--- config.mk ---
export PLATFORM = sky130hd
export DESIGN_NAME = mdio_sequencer_flat
export DESIGN_NICKNAME = d
export VERILOG_FILES = /design/src/rtl/mdio_sequencer_pkg.sv /design/src/rtl/mdio_sequencer_if.sv /design/src/rtl/mdio_sequencer_frame_shifter.sv /design/src/rtl/mdio_sequencer.sv /design/src/flat_wrapper.sv
export SDC_FILE = /design/constraint.sdc
export NUM_CORES = 1
export LEC_CHECK = 0
export CELL_PAD_IN_SITES_DETAIL_PLACEMENT = 0
export CELL_PAD_IN_SITES_GLOBAL_PLACEMENT = 1
export CORE_ASPECT_RATIO = 2
export CORE_MARGIN = 10
export CORE_UTILIZATION = 46
export CTS_BUF_LIST = sky130_fd_sc_hd__clkbuf_8
export DETAILED_ROUTE_END_ITERATION = 6
export GPL_TIMING_DRIVEN = 0
export PLACE_DENSITY_LB_ADDON = 0.08
export SLEW_MARGIN = 10
export SYNTH_ARGS = -nofsm -noshare
export SYNTH_HDL_FRONTEND = slang
export SYNTH_SLANG_ARGS = --single-unit
--- constraint.sdc ---
create_clock -name clk -period 3.25 [get_ports clk]
set_clock_uncertainty 0.05 [all_clocks]
set_input_delay 0.65 -clock clk [delete_from_list [all_inputs] [get_ports clk]]
set_output_delay 0.65 -clock clk [all_outputs]
set_load 0.01 [all_outputs]
--- src/rtl/mdio_sequencer_pkg.sv ---
// rtl/mdio_sequencer_pkg.sv - shared constants, state encoding and frame builder for the MDIO sequencer
package mdio_pkg;

  localparam logic [1:0] OP_WR = 2'b01;
  localparam logic [1:0] OP_RD = 2'b10;
  localparam logic [1:0] ST    = 2'b01;

  localparam int TA_BIT0   = 46;
  localparam int TA_BIT1   = 47;
  localparam int DATA_BIT0 = 48;
  localparam int FRAME_LEN = 64;
  localparam int TAIL_LEN  = 1;

  typedef enum logic [2:0] {
    S_IDLE,
    S_GRANT,
    S_SHIFT,
    S_TAIL,
    S_DONE
  } seq_state_t;

  // Bit 63 goes out first; released read bits are filled with 1 so the line idles high.
  function automatic logic [FRAME_LEN-1:0] build_frame(
    input logic        wr,
    input logic [4:0]  phyad,
    input logic [4:0]  regad,
    input logic [15:0] wdata
  );
    logic [1:0]  op;
    logic [1:0]  ta;
    logic [15:0] data;
    op   = wr ? OP_WR : OP_RD;
    ta   = wr ? 2'b10 : 2'b11;
    data = wr ? wdata : 16'hFFFF;
    return {32'hFFFF_FFFF, ST, op, phyad, regad, ta, data};
  endfunction

endpackage

--- src/rtl/mdio_sequencer_if.sv ---
// rtl/mdio_sequencer_if.sv - requester-side request/completion bus of the MDIO sequencer
interface mdio_sequencer_if #(
  parameter int NREQ = 2
);
  logic [NREQ-1:0]    req;
  logic [NREQ-1:0]    req_wr;
  logic [5*NREQ-1:0]  req_phyad;
  logic [5*NREQ-1:0]  req_regad;
  logic [16*NREQ-1:0] req_wdata;
  logic [NREQ-1:0]    ack;
  logic [15:0]        rdata;
  logic               err;
  logic               busy;

  modport master (
    output req, req_wr, req_phyad, req_regad, req_wdata,
    input  ack, rdata, err, busy
  );

  modport slave (
    input  req, req_wr, req_phyad, req_regad, req_wdata,
    output ack, rdata, err, busy
  );
endinterface

--- src/rtl/mdio_sequencer_frame_shifter.sv ---
// rtl/mdio_sequencer_frame_shifter.sv - MDC divider and 64-bit frame shifter; read capture only with MDIO_READ_EN
module mdio_frame_shifter
  import mdio_pkg::*;
#(
  parameter int MDC_DIV = 64
) (
  input  logic                 clk,
  input  logic                 rst_n,
`ifdef MDIO_READ_EN
  input  logic                 is_read,
  input  logic                 mdio_in,
  output logic [15:0]          rdata,
  output logic                 ta_err,
`endif
  input  logic                 start,
  input  logic [FRAME_LEN-1:0] frame,
  output logic                 frame_end,
  output logic                 done,
  output logic                 mdc,
  output logic                 mdio_out,
  output logic                 mdio_oe
);

  localparam int              CW       = $clog2(2 * MDC_DIV);
  localparam logic [CW-1:0]   PRE_RISE = CW'(MDC_DIV - 1);
  localparam logic [CW-1:0]   LAST_CNT = CW'(2 * MDC_DIV - 1);
  localparam logic [6:0]      LAST_BIT = 7'(FRAME_LEN + TAIL_LEN - 1);

  logic                 active;
  logic [CW-1:0]        div_cnt;
  logic [6:0]           bit_cnt;
  logic [FRAME_LEN-1:0] sreg;
  logic                 mdc_q;
  logic                 period_end;

  assign period_end = active && (div_cnt == LAST_CNT);
  assign frame_end  = period_end && (bit_cnt == 7'(FRAME_LEN - 1));
  assign done       = period_end && (bit_cnt == LAST_BIT);
  assign mdc        = mdc_q;
  assign mdio_out   = active ? sreg[FRAME_LEN-1] : 1'b1;

  always_ff @(posedge clk or negedge rst_n) begin
    if (!rst_n) begin
      active  <= 1'b0;
      div_cnt <= '0;
      bit_cnt <= '0;
      sreg    <= '1;
      mdc_q   <= 1'b0;
    end else if (start) begin
      active  <= 1'b1;
      div_cnt <= '0;
      bit_cnt <= '0;
      sreg    <= frame;
      mdc_q   <= 1'b0;
    end else if (active) begin
      if (div_cnt == PRE_RISE) begin
        mdc_q <= 1'b1;
      end
      if (period_end) begin
        mdc_q   <= 1'b0;
        div_cnt <= '0;
        sreg    <= {sreg[FRAME_LEN-2:0], 1'b1};
        if (bit_cnt == LAST_BIT) begin
          active <= 1'b0;
        end else begin
          bit_cnt <= bit_cnt + 1'b1;
        end
      end else begin
        div_cnt <= div_cnt + 1'b1;
      end
    end
  end

  always_comb begin
    mdio_oe = active && (bit_cnt < 7'(FRAME_LEN));
`ifdef MDIO_READ_EN
    if (is_read && (bit_cnt >= 7'(TA_BIT0))) begin
      mdio_oe = 1'b0;
    end
`endif
  end

`ifdef MDIO_READ_EN
  // Sample in the cycle MDC is first high, mid-way through the bit period.
  always_ff @(posedge clk or negedge rst_n) begin
    if (!rst_n) begin
      rdata  <= '0;
      ta_err <= 1'b0;
    end else if (start) begin
      rdata  <= '0;
      ta_err <= 1'b0;
    end else if (active && is_read && (div_cnt == CW'(MDC_DIV))) begin
      if (bit_cnt == 7'(TA_BIT1)) begin
        ta_err <= mdio_in;
      end
      if ((bit_cnt >= 7'(DATA_BIT0)) && (bit_cnt < 7'(FRAME_LEN))) begin
        rdata <= {rdata[14:0], mdio_in};
      end
    end
  end
`endif

endmodule

--- src/rtl/mdio_sequencer.sv ---
// rtl/mdio_sequencer.sv - round-robin Clause-22 MDIO master; reads need MDIO_READ_EN, else they complete with ERR
module mdio_sequencer
  import mdio_pkg::*;
#(
  parameter int NREQ    = 2,
  parameter int MDC_DIV = 64
) (
  input  logic              clk,
  input  logic              rst_n,
  mdio_sequencer_if.slave   bus,
  output logic              mdc,
  output logic              mdio_out,
  output logic              mdio_oe,
  input  logic              mdio_in
);

  localparam int GW = (NREQ > 1) ? $clog2(NREQ) : 1;

  seq_state_t           state;
  seq_state_t           next_state;
  logic [GW-1:0]        last_grant;
  logic [GW-1:0]        grant;
  logic [GW-1:0]        winner;
  logic [GW-1:0]        cand;
  logic                 found;
  logic                 hold_off;
  logic                 sh_start;
  logic                 sh_frame_end;
  logic                 sh_done;
  logic                 cur_wr;
  logic [4:0]           cur_phyad;
  logic [4:0]           cur_regad;
  logic [15:0]          cur_wdata;
  logic [15:0]          rdata_q;
  logic                 err_q;
  logic [FRAME_LEN-1:0] frame;

`ifdef MDIO_READ_EN
  logic [15:0]          sh_rdata;
  logic                 sh_ta_err;
`else
  logic                 unused_mdio_in;
  assign unused_mdio_in = mdio_in;
`endif

  assign frame     = build_frame(cur_wr, cur_phyad, cur_regad, cur_wdata);
  assign bus.rdata = rdata_q;
  assign bus.err   = err_q;

  always_comb begin
    found  = 1'b0;
    winner = last_grant;
    cand   = last_grant;
    for (int i = 1; i <= NREQ; i++) begin
      cand = GW'((int'(last_grant) + i) % NREQ);
      if (!found && bus.req[cand]) begin
        found  = 1'b1;
        winner = cand;
      end
    end
  end

  always_ff @(posedge clk or negedge rst_n) begin
    if (!rst_n) begin
      state <= S_IDLE;
    end else begin
      state <= next_state;
    end
  end

  // hold_off blanks every grant in the first IDLE cycle after DONE: it keeps the
  // acknowledged requester out and guarantees the back-to-back gap.
  always_comb begin
    next_state = state;
    sh_start   = 1'b0;
    bus.busy   = (state != S_IDLE);
    for (int i = 0; i < NREQ; i++) begin
      bus.ack[i] = (state == S_DONE) && (grant == GW'(i));
    end
    case (state)
      S_IDLE:  if (found && !hold_off) next_state = S_GRANT;
      S_GRANT: begin
`ifdef MDIO_READ_EN
        next_state = S_SHIFT;
        sh_start   = 1'b1;
`else
        if (cur_wr) begin
          next_state = S_SHIFT;
          sh_start   = 1'b1;
        end else begin
          next_state = S_DONE;
        end
`endif
      end
      S_SHIFT: if (sh_frame_end) next_state = S_TAIL;
      S_TAIL:  if (sh_done) next_state = S_DONE;
      S_DONE:  next_state = S_IDLE;
      default: next_state = S_IDLE;
    endcase
  end

  always_ff @(posedge clk or negedge rst_n) begin
    if (!rst_n) begin
      last_grant <= GW'(NREQ - 1);
      grant      <= GW'(NREQ - 1);
      hold_off   <= 1'b0;
      cur_wr     <= 1'b0;
      cur_phyad  <= '0;
      cur_regad  <= '0;
      cur_wdata  <= '0;
      rdata_q    <= '0;
      err_q      <= 1'b0;
    end else begin
      hold_off <= (state == S_DONE);
      if ((state == S_IDLE) && (next_state == S_GRANT)) begin
        grant      <= winner;
        last_grant <= winner;
        cur_wr     <= bus.req_wr[winner];
        cur_phyad  <= bus.req_phyad[int'(winner)*5 +: 5];
        cur_regad  <= bus.req_regad[int'(winner)*5 +: 5];
        cur_wdata  <= bus.req_wdata[int'(winner)*16 +: 16];
      end
      if (next_state == S_DONE) begin
        if (cur_wr) begin
          rdata_q <= '0;
          err_q   <= 1'b0;
        end else begin
`ifdef MDIO_READ_EN
          rdata_q <= sh_rdata;
          err_q   <= sh_ta_err;
`else
          rdata_q <= '0;
          err_q   <= 1'b1;
`endif
        end
      end
    end
  end

  mdio_frame_shifter #(
    .MDC_DIV (MDC_DIV)
  ) u_shifter (
    .clk       (clk),
    .rst_n     (rst_n),
`ifdef MDIO_READ_EN
    .is_read   (!cur_wr),
    .mdio_in   (mdio_in),
    .rdata     (sh_rdata),
    .ta_err    (sh_ta_err),
`endif
    .start     (sh_start),
    .frame     (frame),
    .frame_end (sh_frame_end),
    .done      (sh_done),
    .mdc       (mdc),
    .mdio_out  (mdio_out),
    .mdio_oe   (mdio_oe)
  );

endmodule

--- src/flat_wrapper.sv ---
// flat-port wrapper written by rule: the top's interface ports become plain ports
module mdio_sequencer_flat import mdio_pkg::*;
#(
  parameter int NREQ    = 2,
  parameter int MDC_DIV = 64
)
  (clk, rst_n, mdc, mdio_out, mdio_oe, mdio_in, bus_req, bus_req_wr, bus_req_phyad, bus_req_regad, bus_req_wdata, bus_ack, bus_rdata, bus_err, bus_busy);
  mdio_sequencer_if #(.NREQ(NREQ)) bus_i ();
  input  logic clk;
  input  logic rst_n;
  output logic mdc;
  output logic mdio_out;
  output logic mdio_oe;
  input  logic mdio_in;
  input wire logic [$bits(bus_i.req)-1:0] bus_req;
  input wire logic [$bits(bus_i.req_wr)-1:0] bus_req_wr;
  input wire logic [$bits(bus_i.req_phyad)-1:0] bus_req_phyad;
  input wire logic [$bits(bus_i.req_regad)-1:0] bus_req_regad;
  input wire logic [$bits(bus_i.req_wdata)-1:0] bus_req_wdata;
  output wire logic [$bits(bus_i.ack)-1:0] bus_ack;
  output wire logic [$bits(bus_i.rdata)-1:0] bus_rdata;
  output wire logic [$bits(bus_i.err)-1:0] bus_err;
  output wire logic [$bits(bus_i.busy)-1:0] bus_busy;
  assign bus_i.req = bus_req;
  assign bus_i.req_wr = bus_req_wr;
  assign bus_i.req_phyad = bus_req_phyad;
  assign bus_i.req_regad = bus_req_regad;
  assign bus_i.req_wdata = bus_req_wdata;
  assign bus_ack = bus_i.ack;
  assign bus_rdata = bus_i.rdata;
  assign bus_err = bus_i.err;
  assign bus_busy = bus_i.busy;
  mdio_sequencer #(.NREQ(NREQ), .MDC_DIV(MDC_DIV)) u_core (.clk(clk), .rst_n(rst_n), .bus(bus_i), .mdc(mdc), .mdio_out(mdio_out), .mdio_oe(mdio_oe), .mdio_in(mdio_in));
endmodule
Yosys cells after proc, flatten, opt, wreduce, memory -nomap -nowiden
Cells that the tools add are included.
Widths: inputs -> output; s select.
{"block": "word_totals", "in_bits": 59, "wordCells": 96, "out_inout_bits": 23, "regBits": 113}
{"block": "classes", "bitwise": 1, "shift": 3, "multipliers": 1, "n_reduce_logical": 19, "addsub": 4, "order_cmp": 4, "eq_ne": 11, "n_mux": 40}
{"op": "$mux 64", "count": 3}
{"op": "$shiftx 10x32->5", "count": 2}
{"op": "$mux 7", "count": 7}
{"op": "$shiftx 32x6->16", "count": 1}
{"op": "$mux 1", "count": 23}
{"op": "$mux 16", "count": 1}
{"op": "$add 7x1->7 const B", "count": 2}
{"op": "$eq 7x6->1 const B", "count": 2}
{"op": "$eq 7x7->1 const B", "count": 2}
{"op": "$mux 3", "count": 4}
{"op": "$pmux 3 s4", "count": 1}
{"op": "$logic_and 1x1->1", "count": 9}
{"op": "$lt 7x7->1 const B", "count": 1}
{"op": "$eq 3x1->1 const B", "count": 2}
{"op": "$eq 3x2->1 const B", "count": 2}
{"op": "$eq 3x3->1 const B", "count": 2}
{"op": "$lt 1x2->1 const B", "count": 3}
{"op": "$reduce_bool 3->1", "count": 2}
{"op": "$mul 1x3->4 const B", "count": 1}
{"op": "$reduce_and 2->1", "count": 2}
{"op": "$reduce_bool 2->1", "count": 2}
{"op": "$logic_not 3->1", "count": 1}
{"op": "$reduce_and 3->1", "count": 1}
{"op": "$add 1x1->1 const B", "count": 2}
{"op": "4 further kinds", "count": 5}

Depth between registers and ports, before layout
{"block": "logic_depth", "word_depth": 12, "ltp_mapped": 7, "mapped_depth_nobuf": 6}

By module
From an unflattened synthesis, not the netlist that was laid out.
{"block": "unflattened", "hier_cells": 591, "hier_area_um2": 5801.8}
{"mod": "mdio_frame_shifter", "n_inst": 1, "area_each_um2": 3843.7, "cells_each": 366, "seq_area_each_um2": 2082.0}
{"mod": "mdio_sequencer", "n_inst": 1, "area_each_um2": 1958.1, "cells_each": 225, "seq_area_each_um2": 827.0}

Worst setup path before layout
OpenSTA, ideal clock, no wires.
{"block": "synth_timing", "path_kind": "reg-to-reg", "start": "register u_core.u_shifter.bit_cnt[0]", "end": "register u_core.u_shifter.bit_cnt[3]", "path_buffers": 0, "path_slack_ns": 1.393, "arrival_ns": 1.729, "required_time_ns": 3.122, "period_less_slack_ns": 1.857, "stages_incl_launch_ff": 7, "setup_time_ns": 0.078, "path_cell_list": "dfrtp_1 inv_1 ha_1 and4bb_2 a211oi_4 or3b_1 a21oi_1"}
{"block": "synth_between", "elab_chain_cells": 5, "word_cells_on_any_way": 8, "classes_between": "add/sub (1); eq/ne (2); mux (4); reduce/logical (1)"}
{"element": "from (decl)", "line_no": "mdio_sequencer_frame_shifter.sv:31", "source": "logic [6:0] bit_cnt;"}
{"element": "from (signal assigned)", "line_no": "mdio_sequencer_frame_shifter.sv:66", "source": "bit_cnt <= bit_cnt + 1'b1;"}
{"element": "$add 7x1->7", "line_no": "mdio_sequencer_frame_shifter.sv:66"}
{"element": "$mux 7", "line_no": "mdio_sequencer_frame_shifter.sv:63", "source": "if (bit_cnt == LAST_BIT) begin"}
{"element": "$mux 7", "line_no": "mdio_sequencer_frame_shifter.sv:59", "source": "if (period_end) begin"}
{"element": "$mux 7", "line_no": "mdio_sequencer_frame_shifter.sv:55", "source": "end else if (active) begin"}
{"element": "$mux 7", "line_no": "mdio_sequencer_frame_shifter.sv:49", "source": "end else if (start) begin"}
Several ways; a longest one is shown, not always the timed one. The select of a mux whose other input is x is not followed.
A chain may end at the register's enable or synchronous reset.

Worst setup path in the final report
{"block": "layout_timing", "start": "register u_core.state[0]", "end": "output port bus_ack[1]"}
{"block": "layout_between", "elab_chain_cells": 2}
{"element": "from (decl)", "line_no": "mdio_sequencer.sv:19", "source": "seq_state_t state;"}
{"element": "from (signal assigned)", "line_no": "mdio_sequencer.sv:67", "source": "state <= next_state;"}
{"element": "$eq 3x3->1", "line_no": "mdio_sequencer.sv:78", "source": "bus.ack[i] = (state == S_DONE) && (grant == GW'(i));"}
{"element": "$logic_and 1x1->1", "line_no": "mdio_sequencer.sv:78"}
{"element": "to (decl)", "line_no": "flat_wrapper.sv:20", "source": "output wire logic [$bits(bus_i.ack)-1:0] bus_ack;"}
Every way passes these cells.

==> impl_metrics.tcl <==
set metrics [dict create \
    synth-seq-cells 113 \
    cts_buffers 17 \
    place_area_sq_um 6180 \
    crit_arrival_ps 1970 \
    synth-edff-count 0 \
    fin_util 0.587 \
    outcome "complete, no violations" \
    pre_cts_ws_ps 721 \
    fin_nets 723 \
    synthArstFlopShare 1.00 \
    gp_congestion 0.779 \
    critPathMaxStageDelay_ps 550 \
    met2_usage 0.290 \
    cts_sinks 113 \
    critPathTopFamily "buffers and inverters" \
    num-fill-cells 1050 \
    critPathSlowestCell "clkdlybuf4s50_1" \
    avgSynthCellArea_sq_um 9.40 \
    netlist.area_leader.share 0.324 \
    fin_cells 816 \
    max-vdd-ir-drop_uv 435 \
    synth.area.top_cells "dfstp_2 32%, dfrtp_1 23%, nand2_1 9.7%" \
    ant_nets 0 \
    syn-cell-area_sq_um 5270 \
    r2r-start "u_core.u_shifter.div_cnt[0]$_DFFE_PN0P_" \
    finalPower_mw 5.31 \
    busiest_layer "met2" \
    tightest_slew_ps 822 \
    setup_slack_ps 583 \
    min_to "u_core.u_shifter.sreg[16]$_DFFE_PN1P_" \
    fp.dieH_um 171 \
    io_buffers 64 \
    worstHoldPathCells 2 \
    cts_hold_buf 1 \
    max_slew_margin 0.450 \
    fmax_mhz 375 \
    stdcell_area_sq_um 6620 \
    cts_resized 0 \
    path_cells "nor3b_1, and2_1, clkdlybuf4s50_1" \
    htreeDepth 4 \
    rsz0062_at_grt "no" \
    r2r_cells 7 \
    use_met1 0.163 \
    grt_pass1_wl_um 20900 \
    end_kind "output port" \
    layout-drive-gt1-share 0.206 \
    vias 4238 \
    clk_latency_ps 440 \
    period_needed_ps 2670 \
    wl_per_cell_um 14.9 \
    grt.overflow.total 0 \
    grt_pass1_vias 4514 \
    design.die.area_sq_um 16400 \
    ys_top_cells_by_count "136 x nand2_1, 65 x dfstp_2, 63 x nor2_1" \
    worstHoldStart "u_core.u_shifter.sreg[15]$_DFFE_PN1P_" \
    path_max_fanout 8 \
    synth_cell_types 45 \
    synth_top_cell_by_area "dfstp_2" \
    cts.reportedPaths.clkPinSlew_ps 70 \
    yosysMostFrequentCell "nand2_1" \
    initialDrtViolationCount 167 \
    cts-root-buf "clkbuf_8" \
    p_leak_nw 2.95 \
    setup_violations 0 \
    start_kind "register" \
    wirelength_um 12200 \
    setup_tns_ps 0 \
    initial_core_util 0.467 \
    synthCells 561 \
    insertedDiodeCount 0 \
    grtUsageTotal 0.160 \
    fin_crit_sh 0.821 \
    rows 55 \
    p_per_area_nw_per_um2 802 \
    hold_violations 0 \
    viasPerCell 5.19 \
    dp_cells 783 \
    antenna_found_initial 0 \
    gr-usage-met3 0.0506 \
    cts_setup_buffers 0 \
    ios 82 \
    hold_slack_ps 416 \
    final_max_slew_viol_count 0 \
    timing.max_cap.violations 0 \
    fp.dieW_um 95.7 \
    grt_max_degree 88 \
    drc 0 \
    core_sq_um 11300 \
    path_buf_inv 1 \
    dr.pass1.iters 4 \
    ys_warn_count 0 \
    yosysSeqAreaShare 0.552 \
    r2r-end "u_core.u_shifter.sreg[15]$_DFFE_PN1P_" \
    r2r_slack_ps 1100 \
    worstSetupPathDepth 3 \
    hold_class "register to register" \
    cp_data_required_time_ps 2550 \
    cts.path.max_buffers 2 \
    area_delta_synth_final_pct 25.6 \
    ys.flop_type "dfstp_2" \
    dpl.hpwl_um 8870 \
    cts_tree "done" \
    worst-setup-path-type "register to output port" \
]
worst reg2reg max path: stages, from the launching register on:
cell     delay [ps]
dfrtp_1         420
ha_1            270
nand4_4         210
or2_2           170
buf_2           220
buf_1           400
nand2_1         130
a31oi_1         200
layout make-up:
type                       instances  area [sq um]  share of cell area
clock inverter                    14           186              0.0282
buffer                            51           275              0.0416
sequential                       113          2910               0.439
timing repair buffer              66           679               0.103
clock buffer                      18           248              0.0374
multi-input combinational        407          2130               0.321
inverter                           5          18.8             0.00284
tap                              142           178              0.0268
how the worst max path moves through the flow:
stage	startpoint	endpoint
4_1_cts	u_core.state[0]$_DFF_PN0_	bus_ack[1]
5_1_grt	u_core.state[0]$_DFF_PN0_	bus_ack[0]
2_1_floorplan	u_core.u_shifter.bit_cnt[0]$_DFFE_PN0P_	u_core.u_shifter.bit_cnt[3]$_DFFE_PN0P_
6_report	u_core.state[0]$_DFF_PN0_	bus_ack[1]
3_5_place_dp	bus_req[0]	u_core.cur_wdata[2]$_DFFE_PN0P_
3_3_place_gp	rst_n	u_core.cur_wdata[11]$_DFFE_PN0P_
routing by layer:
metal	wire, um	vias to the layer above
met5	0	-
met4	217	0
met3	462	21
met2	6850	89
met1	4650	2069
li1	-	2059
cell families (layout without fill, tap and decap cells):
logic type / Yosys count / after routing / synth area share
AOI/OAI and AO/OA: 84 / 84 / 0.0961
other: 1 / 16 / 0.000711
muxes: 29 / 29 / 0.0551
adders and majority gates: 3 / 3 / 0.00712
DFF: 113 / 113 / 0.552
xor gates and xnor gates: 4 / 4 / 0.00665
and+or+nand+nor: 271 / 271 / 0.227
buffers and inverters: 56 / 154 / 0.0558
where the power goes:
part | internal (mW) | switching, mW | total [mW]
clock | 0.851 | 0.601 | 1.45
combinational | 0.624 | 0.732 | 1.36
sequential | 2.16 | 0.342 | 2.50
total | 3.64 | 1.68 | 5.31
placed cells by master (no fill, tap or decap), types with 2 or more instances in the layout:
| cell type | netlist | final |
|---|---|---|
| xnor2_1 | 2 | 2 |
| clkinv_2 | 0 | 3 |
| buf_4 | 18 | 18 |
| inv_1 | 5 | 5 |
| dfrtp_1 | 48 | 48 |
| clkbuf_1 | 19 | 19 |
| nand2b_1 | 6 | 6 |
| o21ai_0 | 7 | 7 |
| o31ai_1 | 2 | 2 |
| buf_2 | 13 | 13 |
| or3_1 | 2 | 2 |
| clkdlybuf4s50_1 | 0 | 63 |
| clkbuf_8 | 0 | 18 |
| mux2i_1 | 29 | 29 |
| nand3_1 | 42 | 42 |
| a311oi_1 | 2 | 2 |
| nor2b_1 | 2 | 2 |
| a31o_2 | 2 | 2 |
| xor2_1 | 2 | 2 |
| and3_1 | 2 | 2 |
| nor2_1 | 63 | 63 |
| nand2_1 | 136 | 136 |
| or2_2 | 2 | 2 |
| conb_1 | 1 | 16 |
| bufinv_16 | 0 | 4 |
| nor4_1 | 2 | 2 |
| a31oi_1 | 26 | 26 |
| nand3b_1 | 2 | 2 |
| a21oi_1 | 39 | 39 |
| inv_4 | 0 | 2 |
| ha_1 | 3 | 3 |
| and2_1 | 2 | 2 |
| clkinvlp_4 | 0 | 4 |
| dfstp_2 | 65 | 65 |
flip-flops by register name, indices dropped and copies added, names as in the netlist:
register / flops
u_core.bus.err: 1
u_core.cur_phyad: 5
u_core.cur_regad: 5
u_core.cur_wdata: 16
u_core.cur_wr: 1
u_core.hold_off: 1
u_core.last_grant: 1
u_core.state: 3
u_core.u_shifter.active: 1
u_core.u_shifter.bit_cnt: 7
u_core.u_shifter.div_cnt: 7
u_core.u_shifter.mdc: 1
u_core.u_shifter.sreg: 64
Note: power is estimated with default switching activity, not from simulation.
